## src/rtl/pipe_ctrl_pkg.sv

```systemverilog
// Shared encodings and payload types for the pipeline hazard controller.
package pipe_ctrl_pkg;

    localparam int unsigned STATE_W = 2;
    localparam int unsigned REG_W   = 5;

    localparam logic [REG_W-1:0] REG_X0 = '0;

    typedef enum logic [STATE_W-1:0] {
        ST_RUN      = 2'd0,
        ST_MEM_WAIT = 2'd1,
        ST_ERROR    = 2'd2
    } state_e;

    // Per-cycle pipeline register control bundle.
    typedef struct packed {
        logic pc_write;
        logic ifid_write;
        logic ifid_flush;
        logic idex_bubble;
        logic pipe_hold;
    } ctrl_t;

endpackage

```

## src/rtl/sat_counter.sv

```systemverilog
// Saturating up-counter with synchronous active-high reset.
module sat_counter #(
    parameter int unsigned W = 16
) (
    input  logic         clk,
    input  logic         rst,
    input  logic         inc,
    output logic [W-1:0] q
);

    logic [W-1:0] q_q;
    logic [W-1:0] q_d;

    always_comb begin
        q_d = q_q;
        if (inc && (q_q != {W{1'b1}})) begin
            q_d = q_q + W'(1);
        end
    end

    always_ff @(posedge clk) begin
        if (rst) begin
            q_q <= '0;
        end else begin
            q_q <= q_d;
        end
    end

    assign q = q_q;

endmodule

```

## src/rtl/pipeline_hazard_ctrl.sv

```systemverilog
// Stall/flush controller for the 5-stage pipeline: hazard priority logic,
// data-memory wait timeout FSM and saturating stall/flush counters.
module pipeline_hazard_ctrl
    import pipe_ctrl_pkg::*;
#(
    parameter int unsigned CNT_W   = 16,
    parameter int unsigned TIMEOUT = 64
) (
    input  logic               clk_i,
    input  logic               rst_i,
    input  logic [REG_W-1:0]   id_rs1_i,
    input  logic [REG_W-1:0]   id_rs2_i,
    input  logic               id_use_rs1_i,
    input  logic               id_use_rs2_i,
    input  logic               ex_memread_i,
    input  logic [REG_W-1:0]   ex_rd_i,
    input  logic               branch_taken_i,
    input  logic               dmem_req_i,
    input  logic               dmem_ready_i,
    output logic               pc_write_o,
    output logic               ifid_write_o,
    output logic               ifid_flush_o,
    output logic               idex_bubble_o,
    output logic               pipe_hold_o,
    output logic [STATE_W-1:0] state_o,
    output logic               error_o,
    output logic [CNT_W-1:0]   stall_cnt_o,
    output logic [CNT_W-1:0]   flush_cnt_o
);

    localparam int unsigned WAIT_W = (TIMEOUT == 0) ? 1 : $clog2(TIMEOUT + 1);

    state_e            state_q;
    state_e            state_d;
    logic [WAIT_W-1:0] wait_q;
    logic [WAIT_W-1:0] wait_d;

    logic  mem_stall;
    logic  rs1_hit;
    logic  rs2_hit;
    logic  load_use;
    logic  timeout_hit;
    ctrl_t ctrl;

    assign mem_stall   = dmem_req_i & ~dmem_ready_i;
    assign rs1_hit     = id_use_rs1_i & (id_rs1_i == ex_rd_i);
    assign rs2_hit     = id_use_rs2_i & (id_rs2_i == ex_rd_i);
    assign load_use    = ex_memread_i & (ex_rd_i != REG_X0) & (rs1_hit | rs2_hit);
    assign timeout_hit = (TIMEOUT != 0) && (wait_q == WAIT_W'(TIMEOUT));

    always_ff @(posedge clk_i) begin
        if (rst_i) begin
            state_q <= ST_RUN;
            wait_q  <= '0;
        end else begin
            state_q <= state_d;
            wait_q  <= wait_d;
        end
    end

    // wait_q counts consecutive stalled cycles; ERROR is only left via reset.
    always_comb begin
        state_d = state_q;
        wait_d  = wait_q;
        case (state_q)
            ST_RUN: begin
                if (mem_stall) begin
                    state_d = ST_MEM_WAIT;
                    wait_d  = WAIT_W'(1);
                end
            end
            ST_MEM_WAIT: begin
                if (!mem_stall) begin
                    state_d = ST_RUN;
                    wait_d  = '0;
                end else if (timeout_hit) begin
                    state_d = ST_ERROR;
                end else begin
                    wait_d = wait_q + WAIT_W'(1);
                end
            end
            ST_ERROR: begin
                state_d = ST_ERROR;
            end
            default: begin
                state_d = ST_RUN;
                wait_d  = '0;
            end
        endcase
    end

    // Priority: error > memory stall > load-use > taken branch > normal flow.
    always_comb begin
        ctrl = '0;
        if (rst_i) begin
            ctrl = '0;
        end else if (state_q == ST_ERROR) begin
            ctrl.pipe_hold = 1'b1;
        end else if (mem_stall) begin
            ctrl.pipe_hold = 1'b1;
        end else if (load_use) begin
            ctrl.idex_bubble = 1'b1;
        end else begin
            ctrl.pc_write   = 1'b1;
            ctrl.ifid_write = 1'b1;
            ctrl.ifid_flush = branch_taken_i;
        end
    end

    assign pc_write_o    = ctrl.pc_write;
    assign ifid_write_o  = ctrl.ifid_write;
    assign ifid_flush_o  = ctrl.ifid_flush;
    assign idex_bubble_o = ctrl.idex_bubble;
    assign pipe_hold_o   = ctrl.pipe_hold;
    assign state_o       = state_q;
    assign error_o       = (state_q == ST_ERROR);

    sat_counter #(.W(CNT_W)) u_stall_cnt (
        .clk (clk_i),
        .rst (rst_i),
        .inc (~rst_i & ~ctrl.pc_write),
        .q   (stall_cnt_o)
    );

    sat_counter #(.W(CNT_W)) u_flush_cnt (
        .clk (clk_i),
        .rst (rst_i),
        .inc (ctrl.ifid_flush),
        .q   (flush_cnt_o)
    );

endmodule

```

## config.mk

```make
export PLATFORM = sky130hd
export DESIGN_NAME = pipeline_hazard_ctrl
export DESIGN_NICKNAME = d
export VERILOG_FILES = /design/src/rtl/pipe_ctrl_pkg.sv /design/src/rtl/sat_counter.sv /design/src/rtl/pipeline_hazard_ctrl.sv
export SDC_FILE = /design/constraint.sdc
export NUM_CORES = 1
export LEC_CHECK = 0
export BUFFER_PORTS_ARGS = -buffer_cell sky130_fd_sc_hd__buf_2
export CAP_MARGIN = 10
export CORE_MARGIN = 2
export CORE_UTILIZATION = 45
export CTS_CLUSTER_SIZE = 12
export DETAILED_ROUTE_END_ITERATION = 12
export PLACE_DENSITY = 0.75
export SLEW_MARGIN = 20
export SYNTH_ARGS = -nofsm -noshare
export SYNTH_HDL_FRONTEND = slang
export SYNTH_SLANG_ARGS = --single-unit
```

## constraint.sdc

```tcl
create_clock -name clk_i -period 2.05 [get_ports clk_i]
set_input_delay 0.1025 -clock clk_i [delete_from_list [all_inputs] [get_ports clk_i]]
set_output_delay 0.1025 -clock clk_i [all_outputs]
set_load 0.05 [all_outputs]
```

==> flow_summary.ini, run 1 <==
[critical_path]
rr_worst_depth = 8
cp-end-kind = primary output
criticalPathCategory = reg -> out
r2r_start = u_stall_cnt.q[8]
reg2reg_slack_ps = 190
r2r_end = u_stall_cnt.q[9]
crit_required_ps = 1950
cp_max_fo = 7
worstSetupStartpointType = flop
cp.arrival_ps = 1830
cp-endpoint = ifid_flush_o
crit_path_start = state_o[0]

[synthesis]
syn-num-nets = 284
synth_area_um2 = 2130
synthCells = 257
avgSynthCellArea_um2 = 8.30
yosys.cell_types.count = 35
seq_area_frac_synth_pct = 38.5
ys_warn_count = 0
synth_top_area_share_pct = 38.5
synth_area_leaders = dfxtp_1 38%, xnor2_1 7.0%, xor2_1 6.6%
ys_seq_elements = 41
synth_top_area_cell = dfxtp_1

[die]
die_w_um = 72.9
dieArea_um2 = 5310
rows = 25
initial_core_util_pct = 45.8
io_pins = 63
die_y_um = 72.9
core_area_um2 = 4660

[run]
drv_cap = 0

[finish]
final_layout_size_suffix_gt1_share_pct = 29.8
final_cell_mix = 62 x buf_2, 37 x nor2_1, 32 x dfxtp_1
multi_input_area_um2 = 1260
area_delta_synth_final_pct = 24.5
seq_area_um2 = 832
num_antenna_cells = 0
fill_cells = 436
layout_commonest_cell = buf_2
final_net_count = 352

[sta]
slew_violations = 0
rsz0062_at_grt = false
worst_slew_pin_slew_ps = 400
slew_headroom_pct = 73.4
min_period_over_period_pct = 94.0
setup-tns-final_ps = 0
hold_viol = 0
setup_violations = 0
fin_ws_ps = 122
max_freq_mhz = 519
skew_ps = 5.06
fin_crit_ps = 1930

[clock_tree]
root_buffer = clkbuf_8
cts_tree = built
htreeDepth = 2
hold_buffers = 0
clk_path_buf_depth = 2
clkLatencyLatePin_ps = 290
path_clk_slew_ps = 80
cts_made_buffers = 5
cts_sinks = 41

[pwr]
leakage_nw = 1.15
p_sw_mw = 0.390
power_density_nw_per_um2 = 589
seq_power_share_pct = 52.0
vdd_drop_max_v = 0.000438
clkPwrFrac_pct = 36.7
swShare_pct = 24.9
pwr-share-comb_pct = 11.3
intPower_mw = 1.17

[place]
routabilityCongestion = 0.764
place_ws_ps = 120
dp.final_hpwl_um = 3480
port_buffers = 62

[global_routing]
grt_pass1_wl_um = 7850
grt_max_degree = 39
antenna_found_initial = 0
grt_pass1_vias = 1818
grt_overflow_total = 0
grt_usage_pct = 18.8

[route]
drtIter0Drc = 94
viasPerCell = 5.20
firstDrtPassIters = 4
ant_nets = 0
drc = 0
wl_per_cell_um = 12.5
via_count = 1977
routed_wl_um = 4730

[min_path]
min-delay-path-class = in -> reg

[status]
status = finished, final reports clean
==> registers in the layout, summed over array words and instances (netlist names) <==
name / cells
u_stall_cnt.q: 16
state_o: 2
u_flush_cnt.q: 16
wait_q: 7
==> critical path: stages (launching register included) <==
cell     delay (ps)
dfxtp_2         410
nor2b_4          70
nor3_2          220
nand2_1         120
a21oi_4         240
buf_4           200
buf_2           270
==> power by group through the flow <==
| stage | Sequential [mW] | Combinational, mW | Clock, mW |
|---|---|---|---|
| 2_1_floorplan | 0.847 | 0.103 | 0 |
| 3_3_place_gp | 0.832 | 0.173 | 0 |
| 3_5_place_dp | 0.833 | 0.176 | 0 |
| 4_1_cts | 0.814 | 0.177 | 0.594 |
| 5_1_grt | 0.815 | 0.193 | 0.634 |
| 6_report | 0.814 | 0.177 | 0.573 |
==> cell usage after synthesis <==
cell,count
dfxtp_1,41
nor2_1,37
nand3_1,19
xnor2_1,17
xor2_1,16
a21oi_1,15
nand4_1,13
o21ai_0,13
and3_1,12
nand2_1,12
nor2b_1,10
or3_1,7
clkbuf_1,6
inv_1,6
ha_1,4
o31ai_1,4
and2_1,3
buf_4,3
nand2_4,2
nand3_2,2
a211o_1,1
a21boi_0,1
a21oi_4,1
a31oi_2,1
and4_1,1
mux2i_1,1
nand2b_1,1
nor3_1,1
nor3b_1,1
nor4_1,1
o21a_1,1
o21bai_1,1
o22ai_2,1
or3b_1,1
or4_1,1
==> how the worst min path moves through the flow <==
stage	from	cells after the start	endpoint	slack (ps)
3_3_place_gp	u_flush_cnt.q[4]	1	u_flush_cnt.q[4]	430
6_report	dmem_ready_i	5	state_o[0]	230
5_1_grt	dmem_ready_i	5	state_o[0]	260
3_5_place_dp	u_flush_cnt.q[4]	1	u_flush_cnt.q[4]	440
2_1_floorplan	dmem_ready_i	3	state_o[0]	310
4_1_cts	dmem_ready_i	5	state_o[0]	210
==> cell families after synthesis <==
logic type | share of synthesized area (%)
compound gates | 11.4
buf+inv | 3.17
fa+ha+maj | 2.35
simple gates | 30.6
flops | 38.5
xor+xnor | 13.5
mux | 0.469
==> final cells by class <==
type,instances,area share (%)
Clock buffer,7,3.63
Inverter,6,0.848
Tap cell,54,2.54
Timing Repair Buffer,70,13.9
Multi-Input combinational cell,201,47.5
Sequential cell,41,31.3
Clock inverter,1,0.189
==> per-layer routing <==
metal	global-route usage (%)	vias to the layer above	wire, µm
met2	31.9	55	2180
met5	0	-	0
met3	5.25	7	262
li1	-	1026	-
met1	23.2	889	2230
met4	5.76	0	64
==> through the flow <==
step	hold slack (ps)	util, %	cells	instance area [µm²]	power (mW)
2_1_floorplan	309	-	257	2160	0.950
3_3_place_gp	431	54.7	372	2550	1.01
3_5_place_dp	436	54.7	372	2550	1.01
4_1_cts	211	56.9	380	2650	1.58
5_1_grt	256	57.0	380	2660	1.64
6_report	234	57.0	380	2660	1.56
==> timing repair <==
item                       4_1_cts  5_1_grt
hold endpoints to repair         0        0
buffers inserted                 0        0
setup endpoints to repair        0        1
resized for setup                0        1
Note: power is estimated with default switching activity, not from simulation.
==> run 2, diff against run 1 <==
- CORE_UTILIZATION: 45 -> 40
- HOLD_SLACK_MARGIN: unset -> 0.05
- PLACE_DENSITY: 0.75 -> 0.68
- SKIP_LAST_GASP: unset -> 1
==> run 2 against run 1 <==
- clock-buffer cell count stayed put
- via count is 0.81% lower
- clock skew is 2.2 ps higher
- worst hold slack better by 17 ps
- power is 5.9% higher
- utilization is 4.6 points lower
- first-iteration DRC count is 19% lower
- critical path type unchanged
- largest cell class unchanged
- largest power group unchanged
==> flow_summary.ini, run 2 (synthesis gave the netlist of run 1 again) <==
[place]
dp.final_hpwl_um = 3450
port_buffers = 62
routabilityCongestion = 0.786

[global_routing]
use_met3_pct = 3.29
grt_use_met2_pct = 25.6
grt_max_degree = 39
grt_pass1_wl_um = 7850
grt_overflow_total = 0
use_met1_pct = 21.0
grt_pass1_vias = 1759
grt.busiest_layer = met2
antenna_found_initial = 0
grt_usage_pct = 15.9

[route]
drc = 0
via_count = 1961
ant_nets = 0
routed_wl_um = 4710
wl_per_cell_um = 11.9
viasPerCell = 4.95
firstDrtPassIters = 4
drtIter0Drc = 76

[sta]
max_freq_mhz = 536
slew_headroom_pct = 73.3
slew_violations = 0
hold_viol = 0
setup-tns-final_ps = 0
rsz0062_at_grt = false
min_period_over_period_pct = 91.0
skew_ps = 7.26
setup_violations = 0
fin_crit_ps = 1870
worst_slew_pin_slew_ps = 399

[critical_path]
rr_worst_depth = 8
cp-end-kind = primary output
cp_max_fo = 11
crit_required_ps = 1950
criticalPathCategory = reg -> out
worstSetupStartpointType = flop
r2r_start = u_stall_cnt.q[0]
reg2reg_slack_ps = 240
crit_path_start = state_o[1]
cp.arrival_ps = 1760

[clock_tree]
clkLatencyLatePin_ps = 290
cts_made_buffers = 5
post_cts_buffers = 0
clk_path_buf_depth = 2
root_buffer = clkbuf_8
htreeDepth = 2
cts_tree = built
cts_sinks = 41
path_clk_slew_ps = 80

[pwr]
finalPower_mw = 1.66
vdd_drop_max_v = 0.000434
power_density_nw_per_um2 = 616
leakage_nw = 1.16

[die]
core_area_um2 = 5140
dieArea_um2 = 5930
die_y_um = 77.0
rows = 26
die_w_um = 77.0
initial_core_util_pct = 41.5
io_pins = 63

[run]
drv_cap = 0

[finish]
seq_area_um2 = 832
layout_commonest_cell = buf_2
area_delta_synth_final_pct = 26.1
final_layout_size_suffix_gt1_share_pct = 29.4
num_antenna_cells = 0
final_cell_mix = 62 x buf_2, 37 x nor2_1, 32 x dfxtp_1
final_net_count = 352
fill_cells = 530
multi_input_area_um2 = 1260

[min_path]
min-delay-path-class = in -> reg
min-delay-start = dmem_ready_i
hold_path_depth = 5

[status]
status = finished, final reports clean
run 2: cell count changes in the layout (fill, tap and decap cells not counted), sizes merged:
cell	delta
bufinv	+1
clkinv	-1
run 2: metrics by stage:
stage	hold WS [ps]	worst slack (ps)	instance area (µm²)	instances	util, %
floorplan	309	21.4	2160	257	-
global placement	440	112	2570	388	50.0
detailed placement	438	108	2570	388	50.0
CTS	242	46.4	2690	396	52.2
global route	289	48.9	2690	396	52.3
finish	251	184	2690	396	52.3
run 2: metal layers:
metal  up-vias  routed length [µm]  share of wire, %
met2        55                2080                44
met5         -                   0                 0
li1       1024                   -                 -
met1       875                2300                49
met4         0                  63               1.3
met3         7                 266               5.7
run 2: report_power, final:
group	total, mW	internal, mW	switching [mW]
Sequential	0.813	0.803	0.00997
Combinational	0.174	0.0650	0.109
Clock	0.669	0.397	0.272
run 2: layout make-up:
cell class | count | share of cell area [%]
repair buffers | 70 | 13.8
clock buffers | 7 | 3.21
well taps | 70 | 3.26
inverters | 6 | 0.837
multi-input cells | 201 | 46.9
clock inverters | 1 | 1.12
flip-flops and latches | 41 | 30.9
run 2: critical path, stage by stage (launching register included):
cell,delay (ps)
dfxtp_1,330
nor2b_4,140
nor3_2,210
nand2_1,120
a21oi_4,190
buf_4,210
buf_2,280
run 2: timing repair:
action,in CTS,in global routing
hold buffers,0,0
setup endpoints to repair,0,1
resized for setup,0,1
run 2: final timing paths:
path / to
worst max-delay path: ifid_flush_o
worst min-delay path: state_o[0]
worst max register to register: u_stall_cnt.q[10]
worst min register to register: u_flush_cnt.q[4]
==> run 3, diff against run 2 <==
- CORE_UTILIZATION: 40 -> 51
- PLACE_DENSITY: 0.68 -> 0.83
==> run 3 against run 2 <==
- first-iteration DRC count rose by 9.2%
- clock-buffer cell count fell by 2
- clock skew rose by 2.7 ps
- die area fell by 21%
==> flow_summary.ini, run 3 (synthesis gave the netlist of run 1 again) <==
[status]
status = finished, final reports clean

[min_path]
min_to = state_o[0]
hold_path_depth = 5
min-delay-path-class = in -> reg
min-delay-start = dmem_ready_i

[sta]
min_period_over_period_pct = 90.0
rsz0062_at_grt = false
max_freq_mhz = 542
hold-worst-slack_ps = 219
hold_viol = 0
slew_headroom_pct = 74.2
setup-tns-final_ps = 0
fin_crit_ps = 1850
fin_ws_ps = 204
skew_ps = 9.93
worst_slew_pin_slew_ps = 387
slew_violations = 0
setup_violations = 0

[critical_path]
r2r_end = u_stall_cnt.q[13]
cp.arrival_ps = 2070
cp_max_fo = 8
worstSetupStartpointType = flop
r2r_start = u_stall_cnt.q[7]
crit_required_ps = 2270
reg2reg_slack_ps = 200
cp-end-kind = flop
criticalPathCategory = reg -> reg
rr_worst_depth = 8

[clock_tree]
htreeDepth = 2
post_cts_buffers = 0
cts_sinks = 41
clk_path_buf_depth = 2
cts_made_buffers = 5
root_buffer = clkbuf_8
cts_tree = built
path_clk_slew_ps = 70
clkLatencyLatePin_ps = 290

[pwr]
vdd_drop_max_v = 0.000393
power_density_nw_per_um2 = 563
leakage_nw = 1.14
finalPower_mw = 1.48

[global_routing]
grt_pass1_vias = 1735
grt_pass1_wl_um = 7290
grt_usage_pct = 20.6
use_met1_pct = 23.8
grt_use_met2_pct = 35.5
grt_overflow_total = 0
grt.busiest_layer = met2
grt_max_degree = 39
antenna_found_initial = 0
use_met3_pct = 5.52

[finish]
final_net_count = 352
num_antenna_cells = 0
area_delta_synth_final_pct = 22.9
final_layout_size_suffix_gt1_share_pct = 29.3
layout_commonest_cell = buf_2
final_cell_area_um2 = 2620
final_cell_mix = 62 x buf_2, 37 x nor2_1, 32 x dfxtp_1
fill_cells = 339

[run]
drv_cap = 0

[place]
routabilityCongestion = 0.804
place_ws_ps = 91.9
post_dp_cell_area_um2 = 2540
port_buffers = 62
dp.final_hpwl_um = 3430

[die]
io_pins = 63
dieArea_um2 = 4720
die_y_um = 68.7
core_area_um2 = 4000
die_w_um = 68.7
rows = 23
initial_core_util_pct = 53.3

[route]
routed_wl_um = 4660
drc = 0
via_count = 2020
wl_per_cell_um = 12.5
ant_nets = 0
drtIter0Drc = 83
viasPerCell = 5.40
firstDrtPassIters = 4
[run 3: worst max-delay path by stage]
stage                                   end  slack [ps]  cells after the start              from
after global routing      u_stall_cnt.q[13]          40                      8  u_stall_cnt.q[7]
after global placement     u_stall_cnt.q[1]         140                      7        ex_rd_i[0]
after detailed placement   u_stall_cnt.q[1]          90                      7        ex_rd_i[0]
after CTS                      ifid_flush_o         140                      6        state_o[0]
final                     u_stall_cnt.q[13]         200                      8  u_stall_cnt.q[7]
after floorplan            u_flush_cnt.q[7]          20                      8  u_flush_cnt.q[9]
[run 3: per-stage QoR]
stage / utilization, % / cells
final: 65.6 / 374
after global routing: 65.6 / 374
after CTS: 65.4 / 374
after detailed placement: 63.6 / 368
after global placement: 63.6 / 368
after floorplan: - / 257
[run 3: worst max-delay path, stage by stage, from the launching register on]
cell and delay, ps:
dfxtp_1 360, nand4_1 180, nor2_1 80, and2_1 180, a31oi_2 160, buf_4 190
nand3_2 130, or3_1 340, a21oi_1 150
[run 3: layout make-up]
type | count | area [µm²] | area share (%)
clock buffers | 5 | 68.8 | 2.62
clock inverters | 1 | 5.00 | 0.191
inverters | 6 | 22.5 | 0.859
multi-input cells | 201 | 1260 | 48.1
flip-flops and latches | 41 | 832 | 31.7
well taps | 50 | 62.6 | 2.39
repair buffers | 70 | 370 | 14.1
[run 3: report_power, final]
group / switching [mW] / total [mW] / internal, mW
Combinational: 0.111 / 0.177 / 0.0662
Sequential: 0.00985 / 0.814 / 0.804
Clock: 0.263 / 0.487 / 0.224
Total: 0.384 / 1.48 / 1.09
[run 3: layer usage]
| layer | vias up | wire, µm |
|---|---|---|
| met4 | 0 | 85 |
| met3 | 8 | 312 |
| li1 | 1027 | - |
| met5 | - | 0 |
| met1 | 927 | 2090 |
| met2 | 58 | 2170 |
[run 3: timing repair]
| action | CTS | global route |
|---|---|---|
| hold buffers | 0 | 0 |
| setup endpoints to repair | 0 | 1 |
| resized for setup | 0 | 1 |
